--- src/rtl/div_16by8_seq.sv ---
// Sequential restoring divider, one quotient bit per clock, valid/ready on both sides.
// Define DIV_APPROX_EN to skip the APPROX_BITS quotient LSBs (shorter CALC phase).
module div_16by8_seq #(
    parameter int DW          = 16,
    parameter int VW          = 8,
    parameter int APPROX_BITS = 4
) (
    input  logic          clk,
    input  logic          rst,
    input  logic          in_valid,
    output logic          in_ready,
    input  logic [DW-1:0] dividend,
    input  logic [VW-1:0] divisor,
    output logic          out_valid,
    input  logic          out_ready,
    output logic [DW-1:0] quotient,
    output logic [VW-1:0] remainder,
    output logic          div_by_zero
);

`ifdef DIV_APPROX_EN
    localparam bit APPROX_EN = 1'b1;
`else
    localparam bit APPROX_EN = 1'b0;
`endif

    localparam int ITERS = APPROX_EN ? (DW - APPROX_BITS) : DW;
    localparam int CW    = $clog2(DW);
    localparam logic [CW-1:0] LAST_CNT = CW'(ITERS - 1);

    typedef enum logic [1:0] {
        S_IDLE,
        S_CALC,
        S_DONE
    } state_t;

    state_t        state_q, state_d;
    logic [CW-1:0] cnt_q, cnt_d;
    logic [DW-1:0] dvd_q, dvd_d;
    logic [VW-1:0] dvs_q, dvs_d;
    logic [VW-1:0] p_q, p_d;
    logic [DW-1:0] quo_q, quo_d;
    logic          dbz_q, dbz_d;

    logic [VW:0]   p_sh;
    logic          ge;
    logic [DW-1:0] q_sh;
    logic          last_iter;

    // State register
    always_ff @(posedge clk) begin
        if (rst) begin
            state_q <= S_IDLE;
        end else begin
            state_q <= state_d;
        end
    end

    // Next-state logic
    always_comb begin
        state_d = state_q;
        case (state_q)
            S_IDLE: begin
                if (in_valid) begin
                    state_d = (divisor == '0) ? S_DONE : S_CALC;
                end
            end
            S_CALC: begin
                if (last_iter) begin
                    state_d = S_DONE;
                end
            end
            S_DONE: begin
                if (out_ready) begin
                    state_d = S_IDLE;
                end
            end
            default: state_d = S_IDLE;
        endcase
    end

    // Handshake outputs
    always_comb begin
        in_ready  = 1'b0;
        out_valid = 1'b0;
        case (state_q)
            S_IDLE:  in_ready  = 1'b1;
            S_DONE:  out_valid = 1'b1;
            default: ;
        endcase
    end

    // The partial remainder is always below the divisor, so VW bits hold it;
    // only the shifted trial value needs the extra bit.
    assign p_sh      = {p_q, dvd_q[DW-1]};
    assign ge        = (p_sh >= {1'b0, dvs_q});
    assign q_sh      = {quo_q[DW-2:0], ge};
    assign last_iter = (cnt_q == LAST_CNT);

    always_comb begin
        cnt_d = cnt_q;
        dvd_d = dvd_q;
        dvs_d = dvs_q;
        p_d   = p_q;
        quo_d = quo_q;
        dbz_d = dbz_q;
        case (state_q)
            S_IDLE: begin
                if (in_valid) begin
                    dvd_d = dividend;
                    dvs_d = divisor;
                    cnt_d = '0;
                    if (divisor == '0) begin
                        quo_d = '1;
                        p_d   = dividend[VW-1:0];
                        dbz_d = 1'b1;
                    end else begin
                        quo_d = '0;
                        p_d   = '0;
                        dbz_d = 1'b0;
                    end
                end
            end
            S_CALC: begin
                p_d   = ge ? VW'(p_sh - {1'b0, dvs_q}) : p_sh[VW-1:0];
                dvd_d = {dvd_q[DW-2:0], 1'b0};
                cnt_d = cnt_q + 1'b1;
                // Approximate mode leaves the skipped quotient LSBs at zero
                quo_d = (APPROX_EN && last_iter) ? (q_sh << APPROX_BITS) : q_sh;
            end
            default: ;
        endcase
    end

    always_ff @(posedge clk) begin
        if (rst) begin
            cnt_q <= '0;
            p_q   <= '0;
            quo_q <= '0;
            dbz_q <= 1'b0;
        end else begin
            cnt_q <= cnt_d;
            p_q   <= p_d;
            quo_q <= quo_d;
            dbz_q <= dbz_d;
        end
    end

    // Operand holding registers carry data only
    always_ff @(posedge clk) begin
        dvd_q <= dvd_d;
        dvs_q <= dvs_d;
    end

    assign quotient    = quo_q;
    assign remainder   = p_q;
    assign div_by_zero = dbz_q;

endmodule
--- config.mk ---
export PLATFORM = sky130hd
export DESIGN_NAME = div_16by8_seq
export DESIGN_NICKNAME = d
export VERILOG_FILES = /design/src/rtl/div_16by8_seq.sv
export SDC_FILE = /design/constraint.sdc
export NUM_CORES = 1
export LEC_CHECK = 0
export ABC_AREA = 1
export BUFFER_PORTS_ARGS = -buffer_cell sky130_fd_sc_hd__buf_2
export CAP_MARGIN = 0
export CELL_PAD_IN_SITES_DETAIL_PLACEMENT = 1
export CELL_PAD_IN_SITES_GLOBAL_PLACEMENT = 1
export CORE_UTILIZATION = 41
export DETAILED_ROUTE_END_ITERATION = 10
export PLACE_DENSITY_LB_ADDON = 0.25
export REMOVE_ABC_BUFFERS = 1
export SYNTH_ARGS = -nofsm -noshare
export SYNTH_HDL_FRONTEND = slang
export SYNTH_SLANG_ARGS = --single-unit
--- constraint.sdc ---
create_clock -name clk -period 2.2 [get_ports clk]
set_clock_uncertainty 0.1 [all_clocks]
set_input_delay 0.44 -clock clk [delete_from_list [all_inputs] [get_ports clk]]
set_output_delay 0.44 -clock clk [all_outputs]
set_load 0.01 [all_outputs]
==> results of run 1 <==
## stage by stage
step	hold WS, ns	total power [W]	area, µm²	std cells
3_5_place_dp	0.363	0.00209	3290	501
3_3_place_gp	0.354	0.00205	3290	501
5_1_grt	0.199	0.00287	3400	509
6_report	0.214	0.00271	3400	509
2_1_floorplan	0.339	0.00182	2860	345
4_1_cts	0.204	0.00274	3400	509
## sequential cells by signal (all words and copies together) (netlist names)
register,count
cnt_q,4
dvd_q,16
remainder,8
dvs_q,8
quotient,16
div_by_zero,1
state_q,2
## worst max-delay path, cell delays in order (launching register included)
cell and delay, ns:
sky130_fd_sc_hd__edfxtp_1 0.35, sky130_fd_sc_hd__inv_1 0.06, sky130_fd_sc_hd__ha_1 0.23, sky130_fd_sc_hd__fa_1 0.42
sky130_fd_sc_hd__nand3b_1 0.17, sky130_fd_sc_hd__nand2_1 0.11, sky130_fd_sc_hd__nand2_1 0.08, sky130_fd_sc_hd__nand3b_1 0.08
sky130_fd_sc_hd__nand2_1 0.06, sky130_fd_sc_hd__nand2_1 0.06, sky130_fd_sc_hd__nand3_2 0.07, sky130_fd_sc_hd__a21oi_2 0.12
## placed cells by master (no fill, tap or decap), drive strengths merged
cell type | Yosys | final
clkinvlp | 0 | 1
dfxtp | 31 | 31
nand3 | 22 | 22
nand3b | 2 | 2
o211ai | 10 | 10
nand2 | 117 | 117
xnor2 | 2 | 2
and2 | 1 | 1
nand4 | 2 | 2
edfxtp | 24 | 24
o21ai | 25 | 25
or2 | 1 | 1
nor4 | 1 | 1
nor2 | 16 | 16
buf | 11 | 60
a21oi | 26 | 26
fa | 1 | 1
xor2 | 1 | 1
inv | 49 | 50
a211oi | 1 | 1
nor3 | 3 | 3
clkbuf | 2 | 6
ha | 9 | 9
a31oi | 1 | 1
## layer usage
layer,global-route usage,vias to the layer above
met5,0,-
met4,0.0591,0
met3,0.0343,5
met1,0.275,1206
li1,-,1271
met2,0.366,37
## worst paths after layout
path                   to  slack (ns)  cells after the start
max reg2reg  remainder[6]        0.22                     11
min              dvs_q[6]        0.21                      1
max          remainder[6]        0.22                     11
min reg2reg      cnt_q[3]        0.37                      2
## report_power, final
part	internal (W)	total (W)	switching, W
logic	0.000279	0.000788	0.000509
registers	0.00120	0.00127	0.0000693
clock network	0.000298	0.000646	0.000348
total	0.00178	0.00271	0.000926
## logic make-up (layout without fill, tap and decap cells)
kind of cell,count (synthesis),in the layout,synth area share
simple gates,165,165,0.267
compound gates,63,63,0.128
buf+inv,62,117,0.0955
flops,55,55,0.455
fa+ha+maj,10,10,0.0450
xor+xnor,3,3,0.00892
## layout make-up
type / count / area [µm²]
Inverter: 49 / 191
Tap cell: 96 / 120
Sequential cell: 55 / 1340
Fill cell: 882 / 3470
Multi-Input combinational cell: 241 / 1320
Clock buffer: 6 / 93.8
Timing Repair Buffer: 60 / 315
Clock inverter: 2 / 16.3
==> results.txt, run 1 <==
* Result of the run: finished clean
- Post-CTS timing repair inserted 0 buffers for setup.
* Via count of the first global-routing pass: 2,511
- For this run, the number of Yosys warnings is 0.
* CTS tree: yes
- Initial antenna violation count: 0
* Maximum number of buffers from clock root to sink: 2
- First-pass GRT wire length: roughly 12,000 µm
* DR pass1 iterations: 4
* Number of flops mapped to enable cells by yosys: 24
* Number of H-tree levels: 2
- Minimum period implied by the final worst setup slack: 1.98 ns
* Antenna cells: 0
- Setup violations remaining at the end of the flow were counted as 0.
- Clk sink count: 55
* Class of the tightest hold or removal check: in -> reg
- Post-placement worst setup slack: ~0.25 ns
- Worst-margin pin slew: roughly 0.52 ns
* Dominant cells by area after synthesis: sky130_fd_sc_hd__edfxtp_1, sky130_fd_sc_hd__dfxtp_1, sky130_fd_sc_hd__nand2_1
* Port Buffers: between 50 and 60
- Die footprint: 7530 µm²
- For this configuration, the core starts out at a cell density of 0.429.
- From left edge to right edge, the die measures 86.8 µm.
- After detailed routing, the wire length on met1 is 3540 µm.
- At the end of routability-driven placement, the weighted congestion stood at 0.795.
- Worst Setup SP: dvd_q[15]
* Root buffer selected by CTS: sky130_fd_sc_hd__clkbuf_8
- Die Height: ~87 µm
- The worst-case IR drop observed on VDD is around 0.00034 V.
- Sorting the synthesized cells by how often they occur yields sky130_fd_sc_hd__nand2_1, sky130_fd_sc_hd__inv_1, sky130_fd_sc_hd__dfxtp_1.
- The count of nets left with antenna violations once routing finished came out at 0.
- The largest total area in the synthesized netlist belongs to sky130_fd_sc_hd__edfxtp_1.
- Summed over all layers, the global routing overflow is 0.
- Headroom to the max-slew limit came out at 0.655.
* Type of the setup path with the least slack: reg -> reg
* Post-synthesis instance area: 2950 µm²
- All-Layer GR Usage: 0.212
- Core footprint: 6870 µm²
- Pin count of the biggest net entering global routing: 44
- For this design the ratio of total power to cell area is about 800 nW/µm².
- Core utilization of the finished layout: 0.495
- The cell count after synthesis came out at about 360.
- Share of final-layout standard cells stronger than drive strength 1: 0.254
- Critical Path Sink Type: flip-flop
- Clock latency on the worst-skew pair: 0.31 ns
- Clock transition time at the flip-flop clock pins of the worst setup and hold paths: roughly 0.10 ns
- Synth cell types: 36
* Arrival time of the worst setup path: 2.12 ns
* Number of rows in the core area: 30
- Crit path launch type: flip-flop
- TritonCTS Buffers: 5
* Share of the synthesized area in the top cell type: 0.245
* Total vias in the final route: between 2,000 and 3,000
* Post-detail-place hpwl: between 5000 and 6000 µm
* Max capacitance violation total: 0
* I/O pins: 55
* Worst path setup slack after routing: around 0.22 ns
- The first routing iteration left between 100 and 150 violations.
- Beginning of the worst hold path: divisor[6]
* Average cell area after synthesis: between 8 and 9 µm²
* Final Hold Vio Count: 0
- Timing would allow up to roughly 510 MHz.
- Data required, critical path: between 2 and 2.5 ns
* Detailed-routed wire length on met3: around 200 µm
* Detailed route wirelength on metal2: roughly 3500 µm
- In this run, synthesis produced a sequential element count of 55.
* Nets@finish: between 400 and 500
- Number of max-slew violations in the final report: 0
- DRT Wirelength: 7280 µm
* Via density per instance: roughly 4.9
- For this run, asynchronously set or reset flops after synthesis account for 0.
* Final total negative setup slack: 0 ns
- Number of resized instances in the post-cts repair step: 0
* Share of the cycle needed by the critical path after routing: 0.898
- Sequential cell area fraction in the yosys report: 0.455
- Detailed-route wire length per cell: 14.3 µm
- In this run the critical register-to-register path is launched from dvd_q[15].
- Number of DRC violations after detailed routing: 0
- In this run the static leakage power is 1.65 nW.
* Setup repair after global routing missed its margin: no
* Primary flip-flop cell chosen by synthesis mapping: sky130_fd_sc_hd__dfxtp_1
* Hold-fix buffers at CTS: 0
- Uppermost signal routing layer after detailed routing: met4
- Compared with the post-synthesis result, the final layout area differs by 15.5%.
- Of all nets on the critical path, the largest fanout is 2.
- Count leader, synth: sky130_fd_sc_hd__nand2_1
Power figures use the tool's default switching activity.
==> run 2, diff against run 1 <==
Settings changed: GPL_TIMING_DRIVEN set to 0, PLACE_DENSITY set to 0.92, PLACE_DENSITY_LB_ADDON 0.25 to unset.
==> results.txt, run 2 (synthesis gave the netlist of run 1 again) <==
- Starting density of the core: 0.429 (unchanged)
- STA classifies the critical path endpoint as a flip-flop.
- DRT Wirelength: 7450 µm (+2.3%)
- The wire length per cell was 14.8 µm (+3.3%).
- Count of filler cells inserted in the layout: 878 (-0.45%)
* Gate family responsible for the most delay along the worst path: adder cells
- Startpoint of the lowest-slack register-to-register path: dvd_q[15]
- TritonCTS Buffers: 5 (unchanged)
- Setup violations, final: 0 (unchanged)
- Slew Limit Headroom: 0.498 (-0.157)
- Aggregate global routing overflow: 0 (unchanged)
- Max capacitance violation total: 0 (unchanged)
- STA classifies the critical path startpoint as a flip-flop.
- DR pass1 iterations: 4 (unchanged)
- TritonCTS built the clock tree.
* Nets@finish: 445 (-1.1%)
* Placer's final routability congestion estimate: 0.860 (+8.2%)
- Iter 0 DRT Violations: 138 (+27%)
- The I/O pin count was 55 (unchanged).
- Data required, critical path: 2.36 ns (about the same)
* Number of antenna-violating nets in the routed design: 0 (unchanged)
- # placed instances: 495 (-1.2%)
* Buffers and inverters on the worst path: 1 (unchanged)
- Worst hold slack after final layout: 0.199 ns (-0.0141 ns)
- The maximum operating frequency came to 504 MHz (-0.35%).
- The final count of hold timing violations came to 0 (unchanged).
- Beginning of the worst hold path: divisor[2]
- The final max-slew violation count is 0 (unchanged).
- Sequence of cells on the critical path: inv_1, ha_1, fa_1, nand3b_1, nand2_1, nand2_1, nand3b_1, nand2_1, nand2_1, nand3_2, a21oi_2
- Result of the run: finished clean
- Port Buffers: 54 (unchanged)
* Number of H-tree levels: 2 (unchanged)
- The post-layout minimum cycle time was 1.98 ns (+0.00703 ns).
- The worst-skew pair later-pin latency came to 0.32 ns (about the same).
- Die span in x: 86.8 µm (unchanged)
- The power density over the cells is 793 nW/µm² (-0.35%).
- Compared with the post-synthesis result, the final layout area differs by 14.6%.
* Most used cells in the layout excluding fill and tap cells: sky130_fd_sc_hd__nand2_1, sky130_fd_sc_hd__buf_2, sky130_fd_sc_hd__inv_1
* Share of final-layout standard cells stronger than drive strength 1: 0.248 (-0.00669)
- The post-layout instance area was 3380 µm² (-0.77%).
- Pin count of the biggest net entering global routing: 46 (+4.5%)
- Antenna cells: 0 (unchanged)
- Die Height: 86.8 µm (unchanged)
- Arrival time of the worst setup path: 2.14 ns (+0.02 ns)
* Non-filler instance count after layout: 504 (-0.98%)
* Initial antenna violation count: 0 (unchanged)
- First-pass GRT wire length: 12,100 µm (-1.2%)
- The CTS clock-pin slew for the worst setup and hold paths was 0.11 ns (about the same).
* Post-placement worst setup slack: -0.730 ns (-0.982 ns)
* Worst path setup slack after routing: 0.216 ns (-0.00703 ns)
- Core utilization of the finished layout: 0.491 (-0.00382)
- The critical path in this run is classified as reg -> reg.
* Placed Area: 3250 µm² (-1.4%)
- The most critical setup path has its startpoint at dvd_q[15].
- The static leakage was 1.62 nW (-1.5%).
- Number of DRC violations after detailed routing: 0 (unchanged)
- The number of global-route vias before repair is 2,590 (+3.1%).
- Setup repair after global routing missed its margin: no
- Class of the tightest hold or removal check: in -> reg
* Via density per instance: 5.10 (+3.0%)
- Cell repeated most along the worst path: sky130_fd_sc_hd__nand2_1
- The maximum fanout along the worst path was 2 (unchanged).
- The HPWL reported at the end of detailed placement came to 5260 µm (-3.9%).
- Number of rows in the core area: 30 (unchanged)
- Maximum single-stage delay on the critical path: 0.41 ns (about the same)
- The final critical-path share of the clock period was 0.902 (+0.00320).
- Die footprint: 7530 µm² (unchanged)
* Hold-fix buffers at CTS: 0 (unchanged)
* Most common cell after layout, fill and taps aside: sky130_fd_sc_hd__nand2_1
- The slew at the pin closest to its max-slew limit came to 0.752 ns (+0.235 ns).
* Root buffer selected by CTS: sky130_fd_sc_hd__clkbuf_8
- All-Layer GR Usage: 0.207 (-0.00449)
- The largest individual stage delay along the critical path comes from the cell sky130_fd_sc_hd__fa_1.
- Maximum resistive drop on vdd: 0.000386 V (+15%)
- Total vias in the final route: 2,570 (+2.0%)
- The number of buffers on the longest clock path is 2 (unchanged).
- Clk sink count: 55 (unchanged)
* Core footprint: 6870 µm² (unchanged)
[run 2: worst register-to-register path: stages (launching register included)]
cell                       delay, ns
sky130_fd_sc_hd__edfxtp_1       0.34
sky130_fd_sc_hd__inv_1          0.10
sky130_fd_sc_hd__ha_1           0.24
sky130_fd_sc_hd__fa_1           0.41
sky130_fd_sc_hd__nand3b_1       0.17
sky130_fd_sc_hd__nand2_1        0.10
sky130_fd_sc_hd__nand2_1        0.08
sky130_fd_sc_hd__nand3b_1       0.08
sky130_fd_sc_hd__nand2_1        0.05
sky130_fd_sc_hd__nand2_1        0.06
sky130_fd_sc_hd__nand3_2        0.07
sky130_fd_sc_hd__a21oi_2        0.12
[run 2: area by class of cell]
cell class,count,area [µm²],share of cell area
Sequential cell,55,1340,0.397
Multi-Input combinational cell,242,1360,0.402
Clock inverter,3,27.5,0.00815
Tap cell,96,120,0.0356
Inverter,49,191,0.0567
Clock buffer,5,68.8,0.0204
Timing Repair Buffer,54,270,0.0801
[run 2: repair_timing]
item / 4_1_cts / 5_1_grt
endpoints found under the setup margin: 45 / 7
pin swaps: 0 / 1
setup buffers: 0 / 0
cloned: 0 / 1
gates resized for setup: 3 / 1
[run 2: final timing paths]
check,to,slack (ns),depth (start not counted)
setup / recovery,remainder[6],0.22,11
hold / removal,dvs_q[2],0.20,1
setup reg to reg,remainder[6],0.22,11
hold reg to reg,quotient[5],0.38,2
[run 2: power by group]
group	switching, W	internal, W
Clock	0.000375	0.000235
Combinational	0.000518	0.000273
Sequential	0.0000721	0.00120
[run 2: routing by layer]
layer	GRT usage	vias to the layer above	share of wire
met3	0.0352	7	0.038
met5	0	-	0
met4	0.0576	0	0.014
met1	0.257	1243	0.44
met2	0.371	62	0.51
li1	-	1258	-
[run 2: through the flow]
stage,power [W],TNS [ns]
2_1_floorplan,0.00182,0
3_3_place_gp,0.00203,-18.68
3_5_place_dp,0.00207,-21.13
4_1_cts,0.00268,0
5_1_grt,0.00283,0
6_report,0.00268,0
==> run 3, diff against run 2 <==
Settings changed: CORE_UTILIZATION 41 to 44, PLACE_DENSITY 0.92 to 0.95.
Clock period 2.2 ns to 2.5 ns, I/O delays scaled along.
==> results.txt, run 3 (synthesis gave the netlist of run 1 again) <==
- The run finished, with violations left.
* Violated checks: DRC
- The wire length of the first global-routing pass came to 12,900 µm (+7.3%).
* Net switching power figure: 0.000845 W (-12%)
- Nets@finish: 444 (-0.22%)
- The utilization after layout came to 0.519 (+0.0274).
* Leakage power summed over all cells: 1.62 nW (-0.48%)
* Sequential fraction of design power: 0.480 (+0.003)
- The total die area was 7030 µm² (-6.7%).
- The number of global-route vias before repair is 2,712 (+4.7%).
- The maximum operating frequency is 464 MHz (-7.9%).
* Clk sink count: 55 (unchanged)
- Number of H-tree levels: 2 (unchanged)
- The pin count of the biggest net entering global routing was 46 (unchanged).
- Setup repair after global routing left no endpoint under its margin.
- Number of antenna-violating nets in the routed design: 0 (unchanged)
* I/O pins: 55 (unchanged)
- The critical path goes through nand2_2, nand2_8, nand2_4, inv_2, o21ai_0, o211ai_1, inv_1.
* Arrival time of the worst setup path: 2.27 ns (+0.13 ns)
- The number of detailed-routing iterations run before antenna repair was 7 (+3).
* Root buffer selected by CTS: sky130_fd_sc_hd__clkbuf_8
- The relative contribution of the clock network to total power came to 0.220 (-0.008).
- Iter 0 DRT Violations: 135 (-2.2%)
- Most used cells in the layout excluding fill and tap cells: sky130_fd_sc_hd__nand2_1, sky130_fd_sc_hd__buf_2, sky130_fd_sc_hd__inv_1
* Worst-path cell with the longest stage delay: sky130_fd_sc_hd__dfxtp_1
* Number of setup buffers added after CTS: 0 (unchanged)
- DRT Wirelength: 7950 µm (+6.8%)
* Grt peak-use layer: met2
- Antenna cells: 0 (unchanged)
* Via density per instance: 5.42 (+6.2%)
- STA classifies the critical path endpoint as a flip-flop.
- The maximum fanout along the worst path is 45 (+43).
* Maximum number of buffers from clock root to sink: 2 (unchanged)
* Fraction of met2 tracks used by global routing: 0.424 (+0.0531)
- Minimum period implied by the final worst setup slack: 2.15 ns (+0.171 ns)
- The aggregate global routing overflow was 0 (unchanged).
- The part of the total power dissipated in combinational logic is 0.300 (+0.005).
* Type of the setup path with the least slack: reg -> reg
- Met1 track demand over resource: 0.284 (+0.0266)
- The min-delay analysis places its worst path in the category in -> reg.
- The number of fillers in the final layout came to 800 (-8.9%).
- The post-layout instance area came to 3330 µm² (-1.3%).
* Die Height: 83.8 µm (-3.4%)
- The cell area reported after detailed placement is 3220 µm² (-0.73%).
- Leaving out fill and tap cells, the most frequent cell in the layout is sky130_fd_sc_hd__nand2_1.
- Share of the cycle needed by the critical path after routing: 0.862 (-0.0398)
* Hold-fix buffers at CTS: 0 (unchanged)
* Net switching fraction of the power: 0.360 (-0.000439)
- The internal power consumption was 0.00150 W (-12%).
- The share of layout cells above drive strength 1 came to 0.246 (-0.00185).
- The initial standard-cell utilization of the core came to 0.459 (+0.0298).
- Broken down by cell family, the worst path's largest delay share belongs to simple AND/OR/NAND/NOR gates.
* Clock latency on the worst-skew pair: 0.32 ns (about the same)
- Slew Limit Headroom: 0.503 (+0.00550)
- The detailed-route DRC error count came to 11 (+11).
- TritonCTS built the clock tree.
- Area added between synthesis and finish: 13.1%
- The required time reported for the critical path endpoint came to 2.62 ns (+0.26 ns).
- All-Layer GR Usage: 0.233 (+0.0256)
* Max capacitance violation total: 0 (unchanged)
- Final Hold Vio Count: 0 (unchanged)
- The site row count was 29 (-3.3%).
- Core footprint: 6420 µm² (-6.5%)
- Placer's final routability congestion estimate: 0.868 (+0.99%)
- The CTS clock-pin slew for the worst setup and hold paths was 0.10 ns (about the same).
- The power density over the cells is 705 nW/µm² (-11%).
* Post-detail-place hpwl: 5760 µm (+9.4%)
- Met3 global-route usage: 0.0356 (+0.000370)
- Maximum single-stage delay on the critical path: 0.44 ns (+0.03 ns)
- Post-placement worst setup slack: -0.431 ns (+0.299 ns)
* Worst-margin pin slew: 0.744 ns (-0.00824 ns)
* Die span in x: 83.8 µm (-3.4%)
- Maximum resistive drop on vdd: 0.000363 V (-6.1%)
* Crit path launch type: flip-flop
- Detailed-route wire length per cell: 16.4 µm (+11%)
* Buffers and inverters on the worst path: 2 (+1)
- The final max-slew violation count was 0 (unchanged).
- The number of antenna violations at the first check in global routing was 0 (unchanged).
- The number of failing setup endpoints in the final timing report was 0 (unchanged).
* Port Buffers: 54 (unchanged)
- The number of clock buffers inserted by TritonCTS came to 5 (unchanged).
- The worst setup margin was 0.345 ns (+0.129 ns).
- Final total negative setup slack: 0 ns (unchanged)
- Total vias in the final route: 2,621 (+2.0%)
run 3: area by class of cell:
class / instances / area [µm²] / share of cell area
clock buffer: 5 / 68.8 / 0.0207
tap: 77 / 96.3 / 0.0289
inverter: 49 / 191 / 0.0575
timing repair buffer: 54 / 270 / 0.0811
multi-input combinational: 241 / 1340 / 0.402
clock inverter: 3 / 23.8 / 0.00713
sequential: 55 / 1340 / 0.403
run 3: worst paths after layout:
kind,start,to,slack (ns),cells past startpoint
worst max-delay path,state_q[0],quotient[6],0.35,7
worst min-delay path,divisor[7],dvs_q[7],0.27,1
worst max register to register,state_q[0],quotient[6],0.35,7
worst min register to register,cnt_q[3],cnt_q[3],0.38,2
run 3: metrics by stage:
stage	power, W	hold WS, ns	std cells
final	0.00235	0.274	484
after global routing	0.00247	0.269	484
after CTS	0.00235	0.268	484
after detailed placement	0.00184	0.360	476
after global placement	0.00178	0.351	476
after floorplan	0.00161	0.339	345
run 3: what timing repair did:
item	in CTS	in global routing
resized for setup	3	0
hold endpoints to repair	0	0
endpoints found under the setup margin	38	0
run 3: power groups by stage:
| stage | clock network [W] | registers (W) | logic [W] |
|---|---|---|---|
| final | 0.000517 | 0.00113 | 0.000705 |
| after global routing | 0.000556 | 0.00114 | 0.000779 |
| after CTS | 0.000522 | 0.00113 | 0.000706 |
| after detailed placement | 0 | 0.00115 | 0.000691 |
| after global placement | 0 | 0.00114 | 0.000643 |
| after floorplan | 0 | 0.00115 | 0.000454 |
run 3: metal layers:
layer | wire length (µm) | up-vias | part of all wire
met4 | 132 | 0 | 0.017
met1 | 3480 | 1293 | 0.44
met2 | 4110 | 56 | 0.52
met5 | 0 | - | 0
met3 | 226 | 13 | 0.028
li1 | - | 1259 | -
